$ cat src/rtl/alu_cmd_issuer.sv
// ============================================================================
// Module  : alu_cmd_issuer
// Brief   : Credit-based command issuer for a fixed-latency pipelined ALU,
//           with in-order response FIFO. Optional macro ALU_CMD_OPCHK_EN
//           adds a per-response illegal-opcode flag (rsp_err).
// Revision: 1.0 - initial release
// ============================================================================
`default_nettype none

module alu_cmd_issuer #(
    parameter int ALU_LATENCY = 2,
    parameter int FIFO_DEPTH  = 4,
    parameter int TAG_W       = 4
) (
    input  logic                        clk,
    input  logic                        reset,
    input  logic                        cmd_valid,
    output logic                        cmd_ready,
    input  logic [7:0]                  cmd_a,
    input  logic [7:0]                  cmd_b,
    input  logic [2:0]                  cmd_op,
    input  logic [TAG_W-1:0]            cmd_tag,
    output logic [7:0]                  alu_a,
    output logic [7:0]                  alu_b,
    output logic [2:0]                  alu_op,
    input  logic [15:0]                 alu_result,
    output logic                        rsp_valid,
    input  logic                        rsp_ready,
    output logic [15:0]                 rsp_result,
    output logic [TAG_W-1:0]            rsp_tag,
    output logic [2:0]                  rsp_op,
`ifdef ALU_CMD_OPCHK_EN
    output logic                        rsp_err,
`endif
    output logic [$clog2(FIFO_DEPTH):0] inflight,
    output logic                        busy
);

    localparam int c_PTR_W = $clog2(FIFO_DEPTH);
    localparam int c_CNT_W = c_PTR_W + 1;
    localparam int c_PIPE  = ALU_LATENCY + 1;
    localparam logic [2:0]         c_IDLE_OP = 3'b111;
    localparam logic [c_CNT_W:0]   c_DEPTH   = (c_CNT_W + 1)'(FIFO_DEPTH);

    logic                 r_trk_vld [c_PIPE];
    logic [TAG_W-1:0]     r_trk_tag [c_PIPE];
    logic [2:0]           r_trk_op  [c_PIPE];

    logic [15:0]          r_mem_res [FIFO_DEPTH];
    logic [TAG_W-1:0]     r_mem_tag [FIFO_DEPTH];
    logic [2:0]           r_mem_op  [FIFO_DEPTH];

    logic [c_PTR_W-1:0]   r_wr_ptr;
    logic [c_PTR_W-1:0]   r_rd_ptr;
    logic [c_CNT_W-1:0]   r_count;
    logic [c_CNT_W-1:0]   r_inflight;

    logic [c_CNT_W:0]     w_used;
    logic                 w_accept;
    logic                 w_push;
    logic                 w_pop;

    // Credits cover both in-flight commands and buffered responses, so a
    // FIFO slot always exists by the time a result emerges from the ALU.
    assign w_used    = {1'b0, r_inflight} + {1'b0, r_count};
    assign cmd_ready = !reset && (w_used < c_DEPTH);
    assign w_accept  = cmd_valid && cmd_ready;
    assign w_push    = r_trk_vld[c_PIPE-1];
    assign w_pop     = rsp_valid && rsp_ready;

    assign rsp_valid  = (r_count != '0);
    assign rsp_result = r_mem_res[r_rd_ptr];
    assign rsp_tag    = r_mem_tag[r_rd_ptr];
    assign rsp_op     = r_mem_op[r_rd_ptr];
    assign inflight   = r_inflight;
    assign busy       = (r_inflight != '0) || rsp_valid;

    always_ff @(posedge clk or posedge reset) begin
        if (reset) begin
            alu_a      <= '0;
            alu_b      <= '0;
            alu_op     <= c_IDLE_OP;
            r_wr_ptr   <= '0;
            r_rd_ptr   <= '0;
            r_count    <= '0;
            r_inflight <= '0;
            for (int i = 0; i < c_PIPE; i++) begin
                r_trk_vld[i] <= 1'b0;
                r_trk_tag[i] <= '0;
                r_trk_op[i]  <= '0;
            end
            for (int i = 0; i < FIFO_DEPTH; i++) begin
                r_mem_res[i] <= '0;
                r_mem_tag[i] <= '0;
                r_mem_op[i]  <= '0;
            end
        end else begin
            alu_a  <= w_accept ? cmd_a  : '0;
            alu_b  <= w_accept ? cmd_b  : '0;
            alu_op <= w_accept ? cmd_op : c_IDLE_OP;

            // Tracking pipe mirrors the ALU latency plus the issue register.
            r_trk_vld[0] <= w_accept;
            r_trk_tag[0] <= w_accept ? cmd_tag : '0;
            r_trk_op[0]  <= w_accept ? cmd_op  : '0;
            for (int i = 1; i < c_PIPE; i++) begin
                r_trk_vld[i] <= r_trk_vld[i-1];
                r_trk_tag[i] <= r_trk_tag[i-1];
                r_trk_op[i]  <= r_trk_op[i-1];
            end

            if (w_push) begin
                r_mem_res[r_wr_ptr] <= alu_result;
                r_mem_tag[r_wr_ptr] <= r_trk_tag[c_PIPE-1];
                r_mem_op[r_wr_ptr]  <= r_trk_op[c_PIPE-1];
                r_wr_ptr            <= r_wr_ptr + c_PTR_W'(1);
            end
            if (w_pop) begin
                r_rd_ptr <= r_rd_ptr + c_PTR_W'(1);
            end

            case ({w_push, w_pop})
                2'b10:   r_count <= r_count + c_CNT_W'(1);
                2'b01:   r_count <= r_count - c_CNT_W'(1);
                default: r_count <= r_count;
            endcase

            case ({w_accept, w_push})
                2'b10:   r_inflight <= r_inflight + c_CNT_W'(1);
                2'b01:   r_inflight <= r_inflight - c_CNT_W'(1);
                default: r_inflight <= r_inflight;
            endcase
        end
    end

`ifdef ALU_CMD_OPCHK_EN
    logic r_mem_err [FIFO_DEPTH];

    assign rsp_err = r_mem_err[r_rd_ptr];

    // Opcodes 110 and 111 have no ALU function; flag them per entry.
    always_ff @(posedge clk or posedge reset) begin
        if (reset) begin
            for (int i = 0; i < FIFO_DEPTH; i++) begin
                r_mem_err[i] <= 1'b0;
            end
        end else if (w_push) begin
            r_mem_err[r_wr_ptr] <= &r_trk_op[c_PIPE-1][2:1];
        end
    end
`endif

endmodule

`default_nettype wire

$ cat config.mk
export PLATFORM = sky130hd
export DESIGN_NAME = alu_cmd_issuer
export DESIGN_NICKNAME = d
export VERILOG_FILES = /design/src/rtl/alu_cmd_issuer.sv
export SDC_FILE = /design/constraint.sdc
export NUM_CORES = 1
export LEC_CHECK = 0
export CORE_MARGIN = 3
export CORE_UTILIZATION = 50
export DETAILED_ROUTE_END_ITERATION = 10
export HOLD_SLACK_MARGIN = 0.1
export PLACE_DENSITY = 0.85
export SLEW_MARGIN = 20
export SYNTH_ARGS = -nofsm -noshare
export SYNTH_HDL_FRONTEND = slang
export SYNTH_SLANG_ARGS = --single-unit
export TNS_END_PERCENT = 100
$ cat constraint.sdc
create_clock -name clk -period 7.8 [get_ports clk]
set_input_delay 1.56 -clock clk [delete_from_list [all_inputs] [get_ports clk]]
set_output_delay 1.56 -clock clk [all_outputs]
set_load 0.02 [all_outputs]
**Yosys cells after proc, flatten, opt, wreduce, memory -nomap -nowiden**

Index checks and enable logic that the tools add are counted.

- Register bits: 145
- Bits of input ports: 43
- Output and inout port bits: 48

- $add $sub $neg: 7
- Order comparisons: 4
- Equal/unequal tests: 4
- Muxes and demuxes: 25
- Bitwise operators: 2
- Reductions and logical operators: 10

Operators with widths:

| operator | count |
|---|---|
| $bwmux 64 | 1 |
| $mux 16 | 3 |
| $bmux 16 s2 | 1 |
| $demux 16 s2 | 1 |
| $bwmux 16 | 1 |
| $mux 4 | 4 |
| $mux 8 | 2 |
| $mux 3 | 5 |
| $bwmux 12 | 1 |
| $pmux 3 s2 | 2 |
| $bmux 4 s2 | 1 |
| $demux 4 s2 | 1 |
| $add 3x1->3 const B | 2 |
| $bmux 3 s2 | 1 |
| $demux 3 s2 | 1 |
| $ge 3x3->1 const B | 2 |
| $not 2->3 | 2 |
| $reduce_bool 3->1 | 2 |
| $sub 3x1->3 const B | 2 |
| $add 2x1->2 const B | 2 |
| $add 3x3->4 | 1 |
| $eq 2x1->1 const B | 2 |
| $eq 2x2->1 const B | 2 |
| $logic_and 1x1->1 | 4 |
| other kinds (5) | 6 |

**Longest topological paths before layout**

- Depth in word-level cells: 6
- Gate-level depth with buffers: 12

**Worst setup path before layout**

No wires, ideal clock.

- Path kind: input to output
- Start point: in reset
- End point: out cmd_ready
- Data arrival time: 2.517 ns
- Data required time: 6.240 ns
- Path slack: 3.723 ns
- Stages on the path: 4
- Path buffers: 2
- Path through: or4_1 a31oi_1 buf_4 buf_8

- Word-level cells in the longest chain between the ends: 2

RTL lines:

| element | line | source |
|---|---|---|
| from (decl) | 16 | `input logic reset,` |
| $logic_not 1->1 (no line) | -- |  |
| $logic_and 1x1->1 | 66 | `assign cmd_ready = !reset && (w_used < c_DEPTH);` |
| to (decl) | 18 | `output logic cmd_ready,` |

Every way passes these cells.

**Worst setup path in the final report**

Same ends and word-level chain as after synthesis.

==> results_dict.tcl <==
set metrics [dict create \
    pwr-share-comb 0.347 \
    clockBufferDepth 2 \
    routed_wl_um 10900 \
    drive_gt1_frac 0.356 \
    power.internal_mw 2.06 \
    r2r_start "inflight[2]$_DFFE_PP0P_" \
    cts_inserted_buffers 17 \
    worstMarginPinSlew_ns 0.869 \
    netSwitchingFraction 0.299 \
    synth_top_area_share 0.610 \
    crit_path_end_kind "primary output" \
    cts_root_buf "clkbuf_16" \
    post-synth-top-count-cell "dfrtp_1" \
    drv_cap 0 \
    cp.arrival_ns 3.66 \
    path_common_cell "clkdlybuf4s50_1" \
    dp_hpwl_um 7020 \
    insertion_delay_ns 0.41 \
    pwr_density_cell_mw_per_mm2 398 \
    crit_required_ns 6.24 \
    path_clk_slew_ns 0.05 \
    die_w_um 114 \
    numPortBuffers 90 \
    ys.flop_type "dfrtp_1" \
    relSlewSlack 0.421 \
    synthDistinctLibCells 26 \
    crit_fanout 29 \
    hold_depth 0 \
    final_antenna_net_count 0 \
    post_cts_buffers 0 \
    max_freq_mhz 192 \
    worstHoldStart "r_trk_vld[2]$_DFF_PP0_" \
    critPathLaunchType "primary input" \
    finalClockSkew_ns 0.00578 \
    timing.hold.ws_ns 0.344 \
    critical_path.slowest_cell "clkdlybuf4s50_1" \
    synth.ff_latch_count 145 \
    fin_util 0.665 \
    wl_per_cell_um 18.2 \
    finalHoldViolCount 0 \
    grt.overflow.total 0 \
    cts-htree-levels 4 \
    ctsResizeCount 0 \
    placementRows 38 \
    fin_crit_sh 0.669 \
    first_pass_iters 4 \
    path_cells "clkdlybuf4s50_1 > or4_1 > a31oi_1 > buf_4 > clkdlybuf4s50_1" \
    nets 502 \
    synth_nets 406 \
    area_growth_pct 27.0 \
    rr_worst_depth 11 \
    die_area_mm2 0.0130 \
    grt_max_degree 84 \
    first_global_vias 3694 \
    cts_sinks 145 \
    critPathBufInv 3 \
    grt_pass1_wl_um 18400 \
    setup_viol 0 \
    ctsHoldBuffers 0 \
    ys_top_cells_by_area "dfrtp_1, mux2_2, mux4_2" \
    cts_tree "built" \
    pin_count 91 \
    initial_core_util 0.524 \
    viasPerCell 5.45 \
    synth_commonest_cells "dfrtp_1, mux2_2, mux4_2, and3_1, buf_2" \
    antenna_cells 0 \
    ir_drop_mv 0.253 \
    r2r-end "inflight[2]$_DFFE_PP0P_" \
    yosysSeqAreaShare 0.623 \
    antenna_found_initial 0 \
    leakagePower_nw 3.39 \
    p_switching_mw 0.881 \
    r2r_slack_ns 5.21 \
    drc 0 \
    synth_edf_count 0 \
    worstHoldPathType "reg2reg" \
    drt-initial-drc-count 192 \
    crit_family "buffers and inverters" \
    rsz0062_at_grt "false" \
    synth-warning-count 0 \
    clkPwrFrac 0.250 \
    synth_cells 353 \
    async_flop_share 1.00 \
    finalMaxSlewViolations 0 \
    period_needed_ns 5.22 \
    dieHeight_um 114 \
    place.gp.congestion 0.727 \
    tns_ns 0 \
    synth_top_area_cell "dfrtp_1" \
    num_vias 3276 \
    critPathKind "in2out" \
    status "finished, final reports clean" \
    avgSynthCellArea_um2 16.5 \
    p_seq_frac 0.403 \
    syn_area_mm2 0.00583 \
    grt.total_usage 0.186 \
    min_to "r_trk_vld[1]$_DFF_PP0_" \
    core_area_mm2 0.0111 \
    slowest_delay_ns 0.64 \
]
## cells in the final DEF, fill, tap and decap left out, types with 4 or more instances in the layout
cell type and instances:
mux4_2 23, nand2_1 6, clkdlybuf4s50_1 90, buf_4 7
and3_1 14, and3_2 9, inv_1 9, clkbuf_1 4
clkinv_2 6, dfrtp_1 141, ha_1 8, mux2_2 92
clkbuf_16 17, xor2_1 6
## power groups by stage
stage               Sequential (mW)  Clock (mW)  Combinational (mW)
floorplan                      1.13           0               0.714
global placement               1.17           0                1.00
detailed placement             1.20           0                1.03
CTS                            1.19       0.756                1.04
global route                   1.22       0.787                1.10
finish                         1.19       0.736                1.02
## worst max path at each step
stage,start,end,slack [ns],cells after the start
after detailed placement,reset,cmd_ready,2.57,5
after global placement,reset,cmd_ready,2.62,5
after global routing,reset,cmd_ready,2.51,5
after CTS,reset,cmd_ready,2.57,5
final,reset,cmd_ready,2.58,5
after floorplan,reset,alu_a[0]$_DFF_PP0_,2.35,1
## layout make-up
class	instances	area (µm²)
fill	799	3730
sequential	145	3630
multi-input combinational	178	2050
timing repair buffer	97	953
clock buffer	24	482
tap	140	175
clock inverter	7	60.1
inverter	10	42.5
## worst reg2reg max path, cell delays in order, from the launching register on
cell and delay (ns):
dfrtp_1 0.41, ha_1 0.20, or4_1 0.51, a31oi_1 0.17, buf_4 0.26, nand2_1 0.09
ha_1 0.23, inv_1 0.07, fa_1 0.18, xor2_1 0.14, nor2_1 0.07, xor2_1 0.14
## metal layers
metal  wire, µm  track usage
met2       5440        0.297
met5          0            0
met1       4540        0.231
met3        754       0.0621
met4        197       0.0847
## flip-flops by register name (all words and copies together) (netlist names)
signal and cells:
r_mem_res 64, r_mem_tag 16, r_mem_op 12, r_trk_tag 12, r_trk_op 9, alu_a 8, alu_b 8, alu_op 3
inflight 3, r_count 3, r_rd_ptr 2, r_trk_vld 2, r_wr_ptr 2, w_push 1
## per-stage QoR
step / cells / worst slack (ns) / power (mW) / area [µm²]
global route: 601 / 2.51 / 3.11 / 7400
finish: 601 / 2.58 / 2.94 / 7400
floorplan: 353 / 2.35 / 1.85 / 5830
detailed placement: 570 / 2.57 / 2.23 / 6860
CTS: 601 / 2.57 / 2.98 / 7400
global placement: 570 / 2.62 / 2.17 / 6860
## cells by family after synthesis
family	synth area share
adders and majority gates	0.0241
xor gates and xnor gates	0.0135
muxes	0.270
DFF	0.623
and+or+nand+nor	0.0425
AOI/OAI and AO/OA	0.00193
buffers and inverters	0.0243
(Power assumes the default switching activity.)
